`config.mk`:
```
export PLATFORM = sky130hd
export DESIGN_NAME = key_filter_multi
export DESIGN_NICKNAME = d
export VERILOG_FILES = /design/src/rtl/key_filter_pkg.sv /design/src/rtl/key_filter_chan.sv /design/src/rtl/key_filter_multi.sv
export SDC_FILE = /design/constraint.sdc
export NUM_CORES = 1
export LEC_CHECK = 0
export BUFFER_PORTS_ARGS = -buffer_cell sky130_fd_sc_hd__buf_2
export CAP_MARGIN = 20
export CORE_MARGIN = 2
export CORE_UTILIZATION = 35
export CTS_CLUSTER_DIAMETER = 200
export CTS_CLUSTER_SIZE = 14
export DETAILED_ROUTE_END_ITERATION = 7
export RECOVER_POWER = 25
export SETUP_SLACK_MARGIN = 0.05
export SLEW_MARGIN = 40
export SYNTH_ARGS = -nofsm -noshare
export SYNTH_HDL_FRONTEND = slang
export SYNTH_SLANG_ARGS = --single-unit
```
`constraint.sdc`:
```
create_clock -name sys_clk -period 2.2 [get_ports sys_clk]
set_input_delay 0.11 -clock sys_clk [delete_from_list [all_inputs] [get_ports sys_clk]]
set_output_delay 0.11 -clock sys_clk [all_outputs]
set_load 0.1 [all_outputs]
```
`src/rtl/key_filter_pkg.sv`:
```
// Shared types and timing constants for the multi-channel key debouncer.
package key_filter_pkg;

    typedef enum logic [1:0] {
        IDLE        = 2'd0,
        PRESS_DEB   = 2'd1,
        PRESSED     = 2'd2,
        RELEASE_DEB = 2'd3
    } key_fsm_t;

    // Board values assume a 50 MHz clock; the _SIM values keep simulations short.
    localparam int unsigned CNT_20MS     = 999_999;
    localparam int unsigned CNT_1S       = 49_999_999;
    localparam int unsigned CNT_20MS_SIM = 19;
    localparam int unsigned CNT_1S_SIM   = 99;

endpackage

```
`src/rtl/key_filter_chan.sv`:
```
// One debounce channel: 2-flop synchroniser, debounce FSM and counter.
// Long-press hold counter is built only when KEY_FILTER_LONG_EN is defined.
module key_filter_chan
    import key_filter_pkg::*;
#(
    parameter int unsigned CNT_MAX  = CNT_20MS,
    parameter int unsigned LONG_MAX = CNT_1S
) (
    input  logic sys_clk,
    input  logic sys_rst_n,
    input  logic key_in,
    output logic key_state,
    output logic key_press,
    output logic key_release,
    output logic key_long
);

    localparam int CNT_W = $clog2(CNT_MAX + 1);
    localparam logic [CNT_W-1:0] CNT_LAST = CNT_W'(CNT_MAX - 1);

    logic [1:0]       sync_q;
    logic             key_sync;
    key_fsm_t         state_q, state_d;
    logic [CNT_W-1:0] cnt_q, cnt_d;
    logic             state_out_q, state_out_d;
    logic             press_q, press_d;
    logic             release_q, release_d;

    assign key_sync = sync_q[1];

    always_comb begin
        state_d     = state_q;
        cnt_d       = cnt_q;
        state_out_d = state_out_q;
        press_d     = 1'b0;
        release_d   = 1'b0;
        case (state_q)
            IDLE: begin
                if (!key_sync) begin
                    state_d = PRESS_DEB;
                    cnt_d   = '0;
                end
            end
            PRESS_DEB: begin
                if (key_sync) begin
                    state_d = IDLE;
                    cnt_d   = '0;
                end else if (cnt_q == CNT_LAST) begin
                    state_d     = PRESSED;
                    cnt_d       = '0;
                    press_d     = 1'b1;
                    state_out_d = 1'b1;
                end else begin
                    cnt_d = cnt_q + 1'b1;
                end
            end
            PRESSED: begin
                if (key_sync) begin
                    state_d = RELEASE_DEB;
                    cnt_d   = '0;
                end
            end
            RELEASE_DEB: begin
                if (!key_sync) begin
                    state_d = PRESSED;
                    cnt_d   = '0;
                end else if (cnt_q == CNT_LAST) begin
                    state_d     = IDLE;
                    cnt_d       = '0;
                    release_d   = 1'b1;
                    state_out_d = 1'b0;
                end else begin
                    cnt_d = cnt_q + 1'b1;
                end
            end
            default: begin
                state_d = IDLE;
                cnt_d   = '0;
            end
        endcase
    end

    always_ff @(posedge sys_clk or negedge sys_rst_n) begin
        if (!sys_rst_n) begin
            sync_q      <= 2'b11;
            state_q     <= IDLE;
            cnt_q       <= '0;
            state_out_q <= 1'b0;
            press_q     <= 1'b0;
            release_q   <= 1'b0;
        end else begin
            sync_q      <= {sync_q[0], key_in};
            state_q     <= state_d;
            cnt_q       <= cnt_d;
            state_out_q <= state_out_d;
            press_q     <= press_d;
            release_q   <= release_d;
        end
    end

    assign key_state   = state_out_q;
    assign key_press   = press_q;
    assign key_release = release_q;

`ifdef KEY_FILTER_LONG_EN
    localparam int LONG_W = $clog2(LONG_MAX + 1);
    localparam logic [LONG_W-1:0] LONG_LAST = LONG_W'(LONG_MAX - 1);
    localparam logic [LONG_W-1:0] LONG_DONE = LONG_W'(LONG_MAX);

    logic [LONG_W-1:0] long_cnt_q, long_cnt_d;
    logic              long_q, long_d;

    // Parking the counter at LONG_MAX after firing blocks repeats until a new press.
    always_comb begin
        long_cnt_d = long_cnt_q;
        long_d     = 1'b0;
        if (state_q == PRESS_DEB && state_d == PRESSED) begin
            long_cnt_d = '0;
        end else if (state_q == PRESSED || state_q == RELEASE_DEB) begin
            if (state_d == IDLE) begin
                long_cnt_d = '0;
            end else if (long_cnt_q == LONG_LAST) begin
                long_cnt_d = LONG_DONE;
                long_d     = 1'b1;
            end else if (long_cnt_q != LONG_DONE) begin
                long_cnt_d = long_cnt_q + 1'b1;
            end
        end
    end

    always_ff @(posedge sys_clk or negedge sys_rst_n) begin
        if (!sys_rst_n) begin
            long_cnt_q <= '0;
            long_q     <= 1'b0;
        end else begin
            long_cnt_q <= long_cnt_d;
            long_q     <= long_d;
        end
    end

    assign key_long = long_q;
`else
    assign key_long = 1'b0;
`endif

endmodule

```
`src/rtl/key_filter_multi.sv`:
```
// KEY_NUM independent active-low key debouncers with press/release/long pulses.
// Long-press detection is enabled by defining KEY_FILTER_LONG_EN.
module key_filter_multi
    import key_filter_pkg::*;
#(
    parameter int unsigned KEY_NUM  = 4,
    parameter int unsigned CNT_MAX  = CNT_20MS,
    parameter int unsigned LONG_MAX = CNT_1S
) (
    input  logic               sys_clk,
    input  logic               sys_rst_n,
    input  logic [KEY_NUM-1:0] key_in,
    output logic [KEY_NUM-1:0] key_state,
    output logic [KEY_NUM-1:0] key_press,
    output logic [KEY_NUM-1:0] key_release,
    output logic [KEY_NUM-1:0] key_long
);

    genvar gi;
    generate
        for (gi = 0; gi < KEY_NUM; gi++) begin : g_chan
            key_filter_chan #(
                .CNT_MAX  (CNT_MAX),
                .LONG_MAX (LONG_MAX)
            ) u_chan (
                .sys_clk     (sys_clk),
                .sys_rst_n   (sys_rst_n),
                .key_in      (key_in[gi]),
                .key_state   (key_state[gi]),
                .key_press   (key_press[gi]),
                .key_release (key_release[gi]),
                .key_long    (key_long[gi])
            );
        end
    endgenerate

endmodule

```
==> out/qor.yml <==
status:
  outcome: "complete, no violations"
placement:
  routabilityCongestion: 0.847
  dp_cells: 855
  io_buffers: 17
  post-dp-hpwl_mm: 8.60
final_layout:
  n_antenna_cell: 0
  fin_nets: 670
  area_delta_synth_final_pct: 12.6
  stdcell_count: 877
  fillers: 1571
  layout-drive-gt1-share_pct: 11.8
synthesis:
  synth_edf_count: 0
  netlist_instances: 637
  ys_warn_count: 0
  syn_area_um2: 5740
  async_flop_share_pct: 100
  synthTopCellsByArea: "dfrtp_1, a31oi_1, a21oi_1"
  synth_ff_type: "dfrtp_1"
  yosysTopAreaCellShare_pct: 43.6
  ys_ff_latch: 108
  yosysTopAreaCell: "dfrtp_1"
  synth.avg_cell_area_um2: 9.01
  synth_cell_types: 55
  synth_seq_area_share_pct: 47.3
global_routing:
  grt_usage_pct: 14.7
  first_global_vias: 4519
  grt_max_degree: 37
  grt_pass1_wl_mm: 21.5
  antenna_found_initial: 0
  grt_overflow: 0
power_and_ir_drop:
  switching_share_pct: 23.8
  comb_power_share_pct: 6.9
  p_int_uw: 3160
  p_seq_share_pct: 50.9
  ir_drop_mv: 0.497
  power_frac_clock_pct: 42.2
  p_leak_uw: 0.00269
  p_sw_uw: 987
  power-per-cell-area_nw_per_um2: 642
sta:
  hold_violations: 0
  tightest_slew_ns: 0.890
  finalMaxSlewViolations: 0
  fin_skew_ns: 0.0129
  period_needed_ns: 2.10
  finalCritPeriodShare_pct: 95.3
  clock.fmax_mhz: 477
  rsz0062_at_grt: "true"
  slew_headroom_pct: 40.6
  final.setup.tns_ns: 0
  setup_viol: 0
clocking:
  cts_buffers: 9
  clock_latency_ns: 0.36
  cts_root_buf: "clkbuf_16"
  cts_sinks: 108
  cts-htree-levels: 3
  cts_tree: "done"
  clkSlewWorstSetupHoldPaths_ns: 0.07
  clock_path_buffers: 2
floorplan:
  fp-row-count: 46
  dieArea_um2: 17400
  start_util_pct: 36.0
  die-height_um: 132
  ios: 22
  core_region_area_um2: 15900
  fp.dieW_um: 132
worst_setup_path:
  cp.arrival_ns: 2.34
  cp-end-kind: "register"
  critPathRequiredTime_ns: 2.44
  cp_max_fo: 34
  crit_slowest_cell: "or4_4"
  crit_chain: "or4_4, nor4_4, a21oi_2, buf_12, a21o_1, a22o_1"
  crit_path_start_kind: "register"
  worstSetupPathType: "reg2reg"
  slowest_delay_ns: 0.56
drt:
  ant_nets: 0
  drc: 0
  drt-total-wl_mm: 12.5
  drt-initial-drc-count: 331
  wl_per_cell_um: 14.3
  num_vias: 4917
  dr.pass1.iters: 7
  vias_per_cell: 5.61
hold_path:
  hold_path_class: "reg2reg"
run:
  cap_violations: 0
cell usage after synthesis, drive strengths merged (4+ instances only):
cell    instances
a22o            5
a41oi          10
xnor2           4
mux2i           5
a21oi          59
o21ai          27
and4            6
nor3           19
and3           16
o211ai          5
dfrtp         100
nor2           33
buf            27
or4             4
nand3          40
nor4           12
ha              8
dfstp           8
nand4          20
or3             4
and2            6
a31oi          50
inv            23
nand2          76
a21o            9
clkbuf         14
nand2b         11
or2             5
area by class of cell:
| type | count | area [um^2] | share of cell area, % |
|---|---|---|---|
| flip-flops and latches | 108 | 2710 | 42.0 |
| clock buffers | 12 | 246 | 3.82 |
| clock inverters | 4 | 73.8 | 1.14 |
| repair buffers | 46 | 338 | 5.23 |
| inverters | 23 | 86.3 | 1.34 |
| well taps | 216 | 270 | 4.18 |
| multi-input cells | 468 | 2730 | 42.3 |
power by group through the flow:
stage / Sequential [uW] / Combinational [uW] / Clock, uW
6_report: 2110 / 287 / 1750
5_1_grt: 2120 / 326 / 1880
4_1_cts: 2110 / 297 / 1810
3_5_place_dp: 2150 / 290 / 0
3_3_place_gp: 2140 / 281 / 0
2_1_floorplan: 2120 / 204 / 0
placed cells by master, fill, tap and decap left out, types with 5 or more instances in the layout:
cell type,n
nand3_1,40
inv_1,23
o21ai_0,27
nor3_1,17
and4_1,6
a22o_1,5
dfrtp_1,100
a41oi_1,10
buf_2,16
a21oi_1,56
dfstp_2,8
o211ai_1,5
and3_1,16
nand4_1,20
mux2i_1,5
buf_4,21
nand2b_1,11
and2_1,6
dlygate4sd3_1,5
nor2_1,33
ha_1,8
or2_2,5
clkbuf_16,9
a31oi_1,50
nand2_1,76
a21o_1,9
nor4_1,9
logic make-up (layout without fill, tap and decap cells):
| group | Yosys count | in the layout | share of synthesized area, % |
|---|---|---|---|
| simple gates | 266 | 266 | 24.4 |
| compound gates | 181 | 181 | 19.5 |
| flops | 108 | 108 | 47.3 |
| buf+inv | 64 | 85 | 5.56 |
| fa+ha+maj | 8 | 8 | 1.74 |
| mux | 5 | 5 | 0.872 |
| xor+xnor | 4 | 4 | 0.611 |
| other cells | 1 | 4 | 0.0654 |
registers in the layout, summed over array words and instances, names as in the netlist, named ones only:
name / flops
g_chan.u_chan.cnt_q: 80
g_chan.u_chan.sync_q: 8
g_chan.u_chan.key_press: 4
g_chan.u_chan.key_release: 4
g_chan.u_chan.key_state: 4
g_chan.u_chan.state_q: 4
timing repair:
action | CTS | global route
gates resized for setup | 0 | 2
hold buffers | 5 | 0
endpoints found under the hold margin | 29 | 0
setup endpoints to repair | 0 | 6
buffers inserted | 0 | 1
critical path, delay by kind of cell (launching register included):
| family | cells | cell delay (ns) |
|---|---|---|
| and+or+nand+nor | 2 | 0.93 |
| AOI/OAI and AO/OA | 3 | 0.46 |
| DFF | 1 | 0.42 |
| buffers and inverters | 1 | 0.18 |
worst paths after layout:
path                                                to  cells past startpoint                       start  slack [ns]
max                         g_chan[2].u_chan.cnt_q[13]                      6  g_chan[2].u_chan.cnt_q[13]        0.10
min                         g_chan[3].u_chan.sync_q[1]                      0  g_chan[3].u_chan.sync_q[0]        0.36
max reg2reg                 g_chan[2].u_chan.cnt_q[13]                      6  g_chan[2].u_chan.cnt_q[13]        0.10
min reg2reg                 g_chan[3].u_chan.sync_q[1]                      0  g_chan[3].u_chan.sync_q[0]        0.36
max in group asynchronous  g_chan[2].u_chan.state_q[0]                      3                   sys_rst_n        0.47
min in group asynchronous   g_chan[3].u_chan.cnt_q[11]                      2                   sys_rst_n        0.37
metrics by stage:
| step | total power [uW] | util (%) | setup slack, ns | hold slack (ns) | area [um^2] |
|---|---|---|---|---|---|
| detailed placement | 2440 | 38.2 | 0.127 | 0.0842 | 6090 |
| finish | 4150 | 40.5 | 0.103 | 0.356 | 6460 |
| global route | 4330 | 40.5 | 0.0271 | 0.363 | 6460 |
| global placement | 2430 | 38.2 | 0.147 | 0.0846 | 6090 |
| CTS | 4210 | 40.5 | 0.108 | 0.241 | 6460 |
| floorplan | 2330 | - | 0.282 | -0.186 | 5750 |
layer usage:
layer	wire (um)	share of wire, %	global-route usage, %
met4	214	1.7	6.34
met2	6030	48	24.1
met1	5860	47	19.4
met3	402	3.2	2.15
met5	0	0	0
Note: power is estimated with default switching activity, not from simulation.
